[config.mk]
export PLATFORM = sky130hd
export DESIGN_NAME = lsr_shift_ctrl
export DESIGN_NICKNAME = d
export VERILOG_FILES = /design/src/rtl/lsr_shift_ctrl.sv
export SDC_FILE = /design/constraint.sdc
export NUM_CORES = 1
export LEC_CHECK = 0
export ABC_AREA = 1
export CORE_MARGIN = 2
export CORE_UTILIZATION = 35
export CTS_BUF_LIST = sky130_fd_sc_hd__clkbuf_4
export DETAILED_ROUTE_END_ITERATION = 10
export DONT_BUFFER_PORTS = 1
export GPL_TIMING_DRIVEN = 0
export MAX_ROUTING_LAYER = met4
export PLACE_DENSITY_LB_ADDON = 0.2
export SLEW_MARGIN = 20
export SYNTH_ARGS = -nofsm -noshare
export SYNTH_HDL_FRONTEND = slang
export SYNTH_SLANG_ARGS = --single-unit
[constraint.sdc]
create_clock -name clk -period 3.1 [get_ports clk]
set_input_delay 0.31 -clock clk [delete_from_list [all_inputs] [get_ports clk]]
set_output_delay 0.31 -clock clk [all_outputs]
set_load 0.02 [all_outputs]
[src/rtl/lsr_shift_ctrl.sv]
// Sequencer for a parallel-load, serial-out LSR driving one LED-panel data line.
// Loads a word, clocks it out MSB first, and latches with blanking after each line.
module lsr_shift_ctrl #(
  parameter int WIDTH          = 8,
  parameter int WORDS_PER_LINE = 64,
  parameter int LATCH_CYCLES   = 2
) (
  input  logic             clk,
  input  logic             rst,
  input  logic             in_VALID,
  input  logic [WIDTH-1:0] in_DATA,
  output logic             out_READY,
  output logic [WIDTH-1:0] out_LSR_DATA,
  output logic             out_LSR_LOAD,
  output logic             out_LSR_SHIFT,
  output logic             out_SCLK,
  output logic             out_LATCH,
  output logic             out_BLANK,
  output logic             out_LINE_DONE
);

  localparam int BW = $clog2(WIDTH);
  localparam int WW = (WORDS_PER_LINE > 1) ? $clog2(WORDS_PER_LINE) : 1;
  localparam int LW = (LATCH_CYCLES > 1) ? $clog2(LATCH_CYCLES) : 1;

  localparam logic [BW-1:0] BIT_LAST  = BW'(WIDTH - 1);
  localparam logic [WW-1:0] WORD_LAST = WW'(WORDS_PER_LINE - 1);
  localparam logic [LW-1:0] LAT_LAST  = LW'(LATCH_CYCLES - 1);

  typedef enum logic [2:0] {
    IDLE,
    LOAD,
    BIT_HI,
    BIT_LO,
    LATCH
  } state_t;

  state_t           state_q, state_d;
  logic [BW-1:0]    bit_q, bit_d;
  logic [WW-1:0]    word_q, word_d;
  logic [LW-1:0]    lat_q, lat_d;
  logic [WIDTH-1:0] data_q, data_d;
  logic             done_q, done_d;
  logic             load_q, shift_q, sclk_q, latch_q, blank_q;

  always_comb begin
    state_d   = state_q;
    bit_d     = bit_q;
    word_d    = word_q;
    lat_d     = lat_q;
    data_d    = data_q;
    done_d    = 1'b0;
    out_READY = 1'b0;
    unique case (state_q)
      IDLE: begin
        out_READY = 1'b1;
        if (in_VALID) begin
          data_d  = in_DATA;
          state_d = LOAD;
        end
      end
      LOAD: begin
        bit_d   = '0;
        state_d = BIT_HI;
      end
      BIT_HI: state_d = BIT_LO;
      BIT_LO: begin
        if (bit_q != BIT_LAST) begin
          bit_d   = bit_q + 1'b1;
          state_d = BIT_HI;
        end else if (word_q != WORD_LAST) begin
          // Accepting here lets a streaming source skip the IDLE bubble
          out_READY = 1'b1;
          word_d    = word_q + 1'b1;
          if (in_VALID) begin
            data_d  = in_DATA;
            state_d = LOAD;
          end else begin
            state_d = IDLE;
          end
        end else begin
          word_d  = '0;
          lat_d   = '0;
          state_d = LATCH;
        end
      end
      LATCH: begin
        if (lat_q == LAT_LAST) begin
          done_d  = 1'b1;
          state_d = IDLE;
        end else begin
          lat_d = lat_q + 1'b1;
        end
      end
      default: state_d = IDLE;
    endcase
  end

  always_ff @(posedge clk or negedge rst) begin
    if (!rst) begin
      state_q <= IDLE;
      bit_q   <= '0;
      word_q  <= '0;
      lat_q   <= '0;
      data_q  <= '0;
      done_q  <= 1'b0;
      load_q  <= 1'b0;
      shift_q <= 1'b0;
      sclk_q  <= 1'b0;
      latch_q <= 1'b0;
      blank_q <= 1'b0;
    end else begin
      state_q <= state_d;
      bit_q   <= bit_d;
      word_q  <= word_d;
      lat_q   <= lat_d;
      data_q  <= data_d;
      done_q  <= done_d;
      load_q  <= (state_d == LOAD);
      shift_q <= (state_d == BIT_LO);
      sclk_q  <= (state_d == BIT_HI);
      latch_q <= (state_d == LATCH);
      blank_q <= (state_d == LATCH);
    end
  end

  assign out_LSR_DATA  = data_q;
  assign out_LSR_LOAD  = load_q;
  assign out_LSR_SHIFT = shift_q;
  assign out_SCLK      = sclk_q;
  assign out_LATCH     = latch_q;
  assign out_BLANK     = blank_q;
  assign out_LINE_DONE = (state_q == IDLE) && done_q;

endmodule

==> results of run 1 <==
-- area by class of cell --
| type | count | area [µm²] |
|---|---|---|
| Buffer | 1 | 7.51 |
| Clock buffer | 3 | 22.5 |
| Clock inverter | 1 | 3.75 |
| Fill cell | 345 | 2000 |
| Inverter | 11 | 46.3 |
| Multi-Input combinational cell | 87 | 492 |
| Sequential cell | 26 | 651 |
| Tap cell | 46 | 57.6 |
| Timing Repair Buffer | 2 | 30.0 |
-- per-layer routing --
| layer | GRT usage [%] | vias up | wire, µm |
|---|---|---|---|
| li1 | - | 415 | - |
| met1 | 15.5 | 389 | 999 |
| met5 | - | - | 0 |
| met2 | 17.3 | 13 | 947 |
| met3 | 3.42 | 2 | 76 |
| met4 | 3.33 | 0 | 13 |
-- cells in the final DEF, fill, tap and decap left out, drive strengths merged, types with 2 or more instances in the layout --
master	synthesis	layout
nand2	42	42
dfrtp	26	26
nor2	14	14
nand3	12	12
inv	11	11
a21oi	6	6
ha	3	3
clkbuf	0	3
nand4	2	2
a22o	2	2
buf	1	2
-- state kept, by name (all words and copies together), names as in the netlist --
signal / count
out_LSR_SHIFT: 1
state_q: 3
out_SCLK: 1
word_q: 6
out_BLANK: 1
done_q: 1
out_LSR_DATA: 8
out_LSR_LOAD: 1
lat_q: 1
bit_q: 3
-- timing repair --
item,in CTS,in global routing
endpoints found under the setup margin,0,0
hold endpoints to repair,26,0
hold buffers,2,0
-- worst paths after layout --
path / startpoint / to / slack [ns] / cells past startpoint
max in group asynchronous: rst / bit_q[0] / 2.53 / 2
max reg2reg: bit_q[0] / out_LSR_DATA[0] / 1.49 / 7
min in group asynchronous: rst / word_q[0] / 0.41 / 2
max: word_q[0] / out_READY / 1.07 / 6
min: in_DATA[7] / out_LSR_DATA[7] / 0.12 / 2
min reg2reg: bit_q[0] / bit_q[0] / 0.48 / 1
-- kinds of logic after synthesis --
kind of cell / after synthesis / synth area share (%)
simple gates: 72 / 30.2
flops: 26 / 54.4
buf+inv: 12 / 4.50
compound gates: 10 / 5.65
fa+ha+maj: 3 / 3.14
xor+xnor: 2 / 2.09
-- critical path: stages (launching register included) --
cell     delay, ns
dfrtp_1       0.43
ha_1          0.20
nand3_1       0.16
nor2_1        0.24
inv_1         0.13
nand2_2       0.10
nand2_1       0.15
-- where the power goes --
part / switching (mW) / total, mW / internal [mW]
combinational: 0.213 / 0.332 / 0.119
sequential: 0.159 / 0.605 / 0.446
clock: 0.0925 / 0.140 / 0.0470
==> flow_metrics.env, run 1 <==
export IMPL_setup_viol=0
export IMPL_dp_slack_ns=1.41
export IMPL_p_total_mw=1.08
export IMPL_period_share_pct=65.4
export IMPL_min_period_ns=2.03
export IMPL_cts_buffer_depth=2
export IMPL_grt_antenna_before_repair=0
export IMPL_drc_errors=0
export IMPL_worstMarginPinSlew_ns=0.387
export IMPL_hold_worst_slack_ns=0.122
export IMPL_cp_end_kind="output pin"
export IMPL_overflow=0
export IMPL_ys_types=22
export IMPL_critPathArrivalTime_ns=1.72
export IMPL_tns_ns=0
export IMPL_hold_violations=0
export IMPL_fp_dieW_um=62.5
export IMPL_p_per_area_mw_per_mm2=822
export IMPL_ys_seq_area_share_pct=54.4
export IMPL_status="finished clean"
export IMPL_worst_setup_path_start_kind="flop"
export IMPL_hold_path_class="in -> reg"
export IMPL_gp_routability_congestion=0.776
export IMPL_numCtsBuffers=3
export IMPL_final_area_mm2=0.00131
export IMPL_utilization_pct=39.6
export IMPL_num_io_pins=26
export IMPL_postSynthAreaPerCell_um2=9.57
export IMPL_drt_iter0_drc=60
export IMPL_synth_nets=139
export IMPL_wire_per_inst_um=11.5
export IMPL_irDropWorstVdd_uv=427
export IMPL_grt_max_degree=27
export IMPL_synth_ff_type="dfrtp_1"
export IMPL_dp_cells=171
export IMPL_crit_type="reg -> out"
export IMPL_synth_top_area_share_pct=54.4
export IMPL_grt_pass1_vias=797
export IMPL_port_buffers=0
export IMPL_synth_edf_count=0
export IMPL_dr_pass1_iters=4
export IMPL_track_usage_pct=11.6
export IMPL_die_h_um=62.5
export IMPL_cts_root_buf="clkbuf_4"
export IMPL_fin_cells=177
export IMPL_synth_seq_cells=26
export IMPL_placed_cell_area_mm2=0.00125
export IMPL_yosys_warnings=0
export IMPL_synthMostInstantiatedCell="nand2_1"
export IMPL_synth_area_mm2=0.00120
export IMPL_leakage_nw=0.678
export IMPL_core_area_mm2=0.00331
export IMPL_report_final_slew_viol_count=0
export IMPL_clkLatencyLatePin_ns=0.31
export IMPL_fin_skew_ns=0.0100
export IMPL_area_growth_pct=9.52
export IMPL_h_tree_depth=1
export IMPL_grt_setup_unrepaired="no"
export IMPL_setup_ws_ns=1.07
export IMPL_row_count=21
export IMPL_ant_nets=0
export IMPL_synth_largest_area_cell="dfrtp_1"
export IMPL_grt_pass1_wl_um=3590
export IMPL_cts_num_sinks=26
export IMPL_maxCapViolCount=0
export IMPL_drive_above_1_share_pct=16.0
export IMPL_worst_path_max_fanout=4
export IMPL_synthTopCellsByArea="dfrtp_1, nand2_1, nand3_1"
export IMPL_required_ns=2.79
export IMPL_cts_resized=0
export IMPL_synth_common_cells="nand2_1, dfrtp_1, nand3_1, nor2_1, inv_1"
export IMPL_cts_tree="yes"
export IMPL_fmax_mhz=493
export IMPL_start_util_pct=36.1
export IMPL_cts_post_setup_buffers_inserted=0
export IMPL_routed_wl_um=2040
export IMPL_dpl_hpwl_um=1560
export IMPL_vias=819
export IMPL_final_nets=146
export IMPL_n_antenna_cell=0
export IMPL_async_reset_ff_share_pct=100
export IMPL_clkSlewWorstSetupHoldPaths_ns=0.14
export IMPL_max_slew_margin_pct=74.1
export IMPL_syn_instance_count=125
export IMPL_vias_per_cell=4.63
export IMPL_die_area_mm2=0.00390
Power figures use the tool's default switching activity.
==> run 2, diff against run 1 <==
==> constraint.sdc (replaced) <==
create_clock -name clk -period 2.1 [get_ports clk]
set_input_delay 0.21 -clock clk [delete_from_list [all_inputs] [get_ports clk]]
set_output_delay 0.21 -clock clk [all_outputs]
set_load 0.02 [all_outputs]
==> run 2 against run 1 <==
Compared with the run above: wire length rose by 1.2%; combinational power rose by 48%; sequential cell count did not move; worst setup slack got worse by 0.84 ns; die area did not move; largest cell class unchanged; critical endpoint unchanged.
==> flow_metrics.env, run 2 (same netlist as run 1, synthesis figures left out) <==
export IMPL_status="finished clean"
export IMPL_cp_end_kind="output pin"
export IMPL_fmax_mhz=537
export IMPL_critPathArrivalTime_ns=1.65
export IMPL_use_met1_pct=15.5
export IMPL_hold_violations=0
export IMPL_dr_pass1_iters=4
export IMPL_drt_iter0_drc=59
export IMPL_busiest_layer="met2"
export IMPL_cts_num_sinks=26
export IMPL_max_slew_margin_pct=74.1
export IMPL_grt_pass1_vias=807
export IMPL_worst_setup_path_start_kind="flop"
export IMPL_worstMarginPinSlew_ns=0.387
export IMPL_grt_antenna_before_repair=0
export IMPL_worstReg2RegStart="bit_q[0]"
export IMPL_cts_buffer_depth=2
export IMPL_area_growth_pct=11.4
export IMPL_min_period_ns=1.86
export IMPL_fp_dieW_um=62.5
export IMPL_ant_nets=0
export IMPL_path_delay_family="simple AND/OR/NAND/NOR gates"
export IMPL_hold_end="out_LSR_DATA[4]"
export IMPL_fillers=345
export IMPL_crit_type="reg -> out"
export IMPL_multi_input_area_um2=494
export IMPL_grt_max_degree=27
export IMPL_largest_reg_flops=8
export IMPL_row_count=21
export IMPL_maxCapViolCount=0
export IMPL_grt_pass1_wl_um=3640
export IMPL_min_from="in_DATA[4]"
export IMPL_p_per_area_mw_per_mm2=1190
export IMPL_overflow=0
export IMPL_numCtsBuffers=3
export IMPL_die_area_mm2=0.00390
export IMPL_gp_routability_congestion=0.776
export IMPL_cp_slowest_stage_delay_ns=0.43
export IMPL_vias_per_cell=4.64
export IMPL_cts_root_buf="clkbuf_4"
export IMPL_layout_common_cells="nand2_1, dfrtp_1, nand3_1"
export IMPL_irDropWorstVdd_uv=630
export IMPL_grt_setup_unrepaired="no"
export IMPL_cp_slowest_cell="dfrtp_1"
export IMPL_seqCellArea_um2=651
export IMPL_use_met3_pct=3.42
export IMPL_die_h_um=62.5
export IMPL_dpl_hpwl_um=1560
export IMPL_hold_depth=2
export IMPL_drive_above_1_share_pct=16.5
export IMPL_r2r_slack_ns=0.49
export IMPL_cts_post_setup_buffers_inserted=0
export IMPL_drc_errors=0
export IMPL_clkSlewWorstSetupHoldPaths_ns=0.14
export IMPL_layout_commonest_cell="nand2_1"
export IMPL_core_area_mm2=0.00331
export IMPL_dp_slack_ns=0.496
export IMPL_globalRouteMet2Util_pct=17.9
export IMPL_port_buffers=0
export IMPL_cts_tree="yes"
export IMPL_report_final_slew_viol_count=0
export IMPL_tns_ns=0
export IMPL_setup_ws_ns=0.236
export IMPL_crit_chain="ha_1 > nand3_1 > nor2_2 > inv_1 > nand2_2 > nand2_1"
export IMPL_utilization_pct=40.2
export IMPL_setup_viol=0
export IMPL_final_nets=148
export IMPL_num_io_pins=26
export IMPL_fin_skew_ns=0.0105
export IMPL_start_util_pct=36.1
export IMPL_n_antenna_cell=0
export IMPL_p_total_mw=1.59
export IMPL_routed_wl_um=2060
export IMPL_required_ns=1.89
export IMPL_vias=830
export IMPL_track_usage_pct=11.8
export IMPL_reg2reg_to="out_LSR_DATA[0]"
export IMPL_hold_path_class="in -> reg"
export IMPL_clkLatencyLatePin_ns=0.31
export IMPL_h_tree_depth=1
export IMPL_leakage_nw=0.687
export IMPL_worst_path_buf_inv=1
export IMPL_wire_per_inst_um=11.5
export IMPL_period_share_pct=88.8
export IMPL_worst_path_max_fanout=4
export IMPL_r2r_worst_path_cells=7
run 2: cell types whose count changed in the layout (fill, tap and decap cells not counted), sizes merged:
| cell | previous run | this run |
|---|---|---|
| dlygate4sd3 | 1 | 3 |
run 2: final cells by class:
type                    instances  share of cell area [%]
plain buffers                   1                   0.563
clock buffers                   3                    1.69
clock inverters                 1                   0.282
inverters                      11                    3.47
multi-input cells              87                    37.1
flip-flops and latches         26                    48.8
well taps                      46                    4.32
repair buffers                  4                    3.76
run 2: metal layers:
| layer | wire, µm | share of wire (%) | vias to the layer above |
|---|---|---|---|
| met3 | 80 | 3.9 | 2 |
| li1 | - | - | 419 |
| met1 | 995 | 48 | 395 |
| met5 | 0 | 0 | - |
| met2 | 971 | 47 | 14 |
| met4 | 13 | 0.63 | 0 |
run 2: worst max path at each step:
stage	to	from	cells after the start
finish	out_READY	word_q[0]	6
global route	out_READY	word_q[0]	6
CTS	out_READY	word_q[0]	6
detailed placement	out_LSR_DATA[0]	bit_q[0]	7
global placement	out_LSR_DATA[2]	bit_q[0]	7
floorplan	out_LSR_DATA[0]	bit_q[0]	7
run 2: through the flow:
step	hold slack [ns]	cells	area [µm²]
final	0.0215	179	1330
after global routing	0.0137	179	1330
after global placement	-0.0847	171	1250
after floorplan	-0.0856	125	1200
after detailed placement	-0.0846	171	1250
after CTS	0.00183	178	1320
run 2: repair_timing:
action,CTS,global route
endpoints found under the hold margin,27,1
setup endpoints to repair,0,1
hold buffers,3,1
gates resized for setup,0,1
run 2: power breakdown:
group	switching [mW]	total, mW	leakage, nW	internal [mW]
Clock	0.137	0.206	0.0154	0.0694
Combinational	0.314	0.493	0.334	0.179
Sequential	0.235	0.893	0.337	0.658
==> run 3, diff against run 2 <==
--- a/config.mk
+++ b/config.mk
@@ -6,6 +6,7 @@
 export NUM_CORES = 1
 export LEC_CHECK = 0
 export ABC_AREA = 1
+export CAP_MARGIN = 20
 export CORE_MARGIN = 2
 export CORE_UTILIZATION = 35
 export CTS_BUF_LIST = sky130_fd_sc_hd__clkbuf_4
@@ -13,7 +14,7 @@
 export DONT_BUFFER_PORTS = 1
 export GPL_TIMING_DRIVEN = 0
 export MAX_ROUTING_LAYER = met4
-export PLACE_DENSITY_LB_ADDON = 0.2
+export PLACE_DENSITY = 0.52
 export SLEW_MARGIN = 20
 export SYNTH_ARGS = -nofsm -noshare
 export SYNTH_HDL_FRONTEND = slang
==> constraint.sdc (replaced) <==
create_clock -name clk -period 2.4 [get_ports clk]
set_input_delay 0.24 -clock clk [delete_from_list [all_inputs] [get_ports clk]]
set_output_delay 0.24 -clock clk [all_outputs]
set_load 0.02 [all_outputs]
==> run 3 against run 2 <==
Compared with the run above: register-to-register slack improved by 0.30 ns; final cell count fell by 1.1%; die area did not move; wire length rose by 0.83%; sequential cell count unchanged; power fell by 12%.
==> flow_metrics.env, run 3 (same netlist as run 1, synthesis figures left out) <==
export IMPL_report_final_slew_viol_count=0
export IMPL_required_ns=2.16
export IMPL_reg2reg_to="out_LSR_DATA[1]"
export IMPL_critPathArrivalTime_ns=1.75
export IMPL_r2r_worst_path_cells=7
export IMPL_ant_nets=0
export IMPL_dr_pass1_iters=4
export IMPL_cts_tree="yes"
export IMPL_largest_reg_flops=8
export IMPL_maxCapViolCount=0
export IMPL_leakage_nw=0.678
export IMPL_grt_antenna_before_repair=0
export IMPL_worstMarginPinSlew_ns=0.394
export IMPL_cts_buffer_depth=2
export IMPL_final_nets=146
export IMPL_die_h_um=62.5
export IMPL_grt_pass1_vias=880
export IMPL_layout_commonest_cell="nand2_1"
export IMPL_drive_above_1_share_pct=16.0
export IMPL_row_count=21
export IMPL_cp_endpoint="out_READY"
export IMPL_routed_wl_um=2080
export IMPL_num_io_pins=26
export IMPL_die_area_mm2=0.00390
export IMPL_cts_root_buf="clkbuf_4"
export IMPL_r2r_slack_ns=0.79
export IMPL_start_util_pct=36.1
export IMPL_fmax_mhz=503
export IMPL_cp_end_kind="output pin"
export IMPL_overflow=0
export IMPL_irDropWorstVdd_uv=525
export IMPL_vias=838
export IMPL_seqCellArea_um2=651
export IMPL_hold_path_class="in -> reg"
export IMPL_drc_errors=0
export IMPL_p_per_area_mw_per_mm2=1070
export IMPL_area_growth_pct=9.52
export IMPL_grt_setup_unrepaired="no"
export IMPL_vias_per_cell=4.73
export IMPL_p_total_mw=1.40
export IMPL_layout_common_cells="nand2_1, dfrtp_1, nand3_1, nor2_1, inv_1"
export IMPL_clkLatencyLatePin_ns=0.33
export IMPL_wire_per_inst_um=11.7
export IMPL_status="finished clean"
export IMPL_crit_type="reg -> out"
export IMPL_dpl_hpwl_um=1550
export IMPL_core_area_mm2=0.00331
export IMPL_tns_ns=0
export IMPL_multi_input_area_um2=492
export IMPL_cts_post_setup_buffers_inserted=0
export IMPL_n_antenna_cell=0
export IMPL_crit_start="word_q[0]"
export IMPL_port_buffers=0
export IMPL_hold_buffers=2
export IMPL_drt_iter0_drc=56
export IMPL_h_tree_depth=1
export IMPL_track_usage_pct=12.8
export IMPL_min_period_ns=1.99
export IMPL_fin_skew_ns=0.0168
export IMPL_clkSlewWorstSetupHoldPaths_ns=0.15
export IMPL_worstReg2RegStart="bit_q[0]"
export IMPL_hold_violations=0
export IMPL_fp_dieW_um=62.5
export IMPL_max_slew_margin_pct=73.7
export IMPL_worst_path_max_fanout=4
export IMPL_fillers=361
export IMPL_period_share_pct=82.9
export IMPL_setup_viol=0
export IMPL_gp_routability_congestion=0.787
export IMPL_worst_setup_path_start_kind="flop"
export IMPL_cts_resized=0
export IMPL_grt_pass1_wl_um=3910
export IMPL_numCtsBuffers=3
export IMPL_cts_num_sinks=26
export IMPL_grt_max_degree=27
run 3: cell count changes in the layout (fill, tap and decap cells not counted), sizes merged:
cell / previous run / this run
dlygate4sd3: 3 / 1
run 3: metrics by stage:
| step | setup WS [ns] | util (%) | cells | hold slack [ns] | instance area [µm²] |
|---|---|---|---|---|---|
| 6_report | 0.410 | 39.6 | 177 | 0.0333 | 1310 |
| 5_1_grt | 0.258 | 39.6 | 177 | 0.0301 | 1310 |
| 4_1_cts | 0.392 | 39.6 | 177 | 0.0208 | 1310 |
| 3_5_place_dp | 0.795 | 37.9 | 171 | -0.0547 | 1250 |
| 3_3_place_gp | 0.784 | 37.9 | 171 | -0.0546 | 1250 |
| 2_1_floorplan | 0.958 | - | 125 | -0.0556 | 1200 |
run 3: power by group:
| part | leakage, nW | total (mW) | internal, mW | switching, mW |
|---|---|---|---|---|
| Clock | 0.0154 | 0.190 | 0.0610 | 0.129 |
| Combinational | 0.326 | 0.428 | 0.153 | 0.275 |
| Sequential | 0.337 | 0.780 | 0.575 | 0.204 |
| Total | 0.678 | 1.40 | 0.790 | 0.608 |
run 3: worst max-delay path, cell delays in order (launching register included):
cell and delay (ns):
dfrtp_1 0.43, ha_1 0.21, nand3_1 0.16, nor2_1 0.24, inv_1 0.13, nand2_2 0.10
nand2_1 0.16
run 3: layout make-up:
type / count / share of cell area (%)
Clock buffer: 3 / 1.72
Inverter: 11 / 3.53
Clock inverter: 1 / 0.287
Timing Repair Buffer: 2 / 2.29
Multi-Input combinational cell: 87 / 37.5
Buffer: 1 / 0.573
Sequential cell: 26 / 49.7
Tap cell: 46 / 4.39
run 3: how the worst min path moves through the flow:
stage | start | endpoint | cells past startpoint
finish | in_DATA[4] | out_LSR_DATA[4] | 2
detailed placement | rst | word_q[1] | 0
floorplan | rst | bit_q[0] | 0
CTS | in_DATA[4] | out_LSR_DATA[4] | 2
global route | in_DATA[5] | out_LSR_DATA[5] | 2
global placement | rst | word_q[0] | 0
run 3: metal layers:
| layer | GRT usage (%) | part of all wire (%) |
|---|---|---|
| met5 | - | 0 |
| met3 | 3.96 | 4.7 |
| met4 | 2.50 | 0.48 |
| met2 | 21.1 | 48 |
| met1 | 15.6 | 47 |
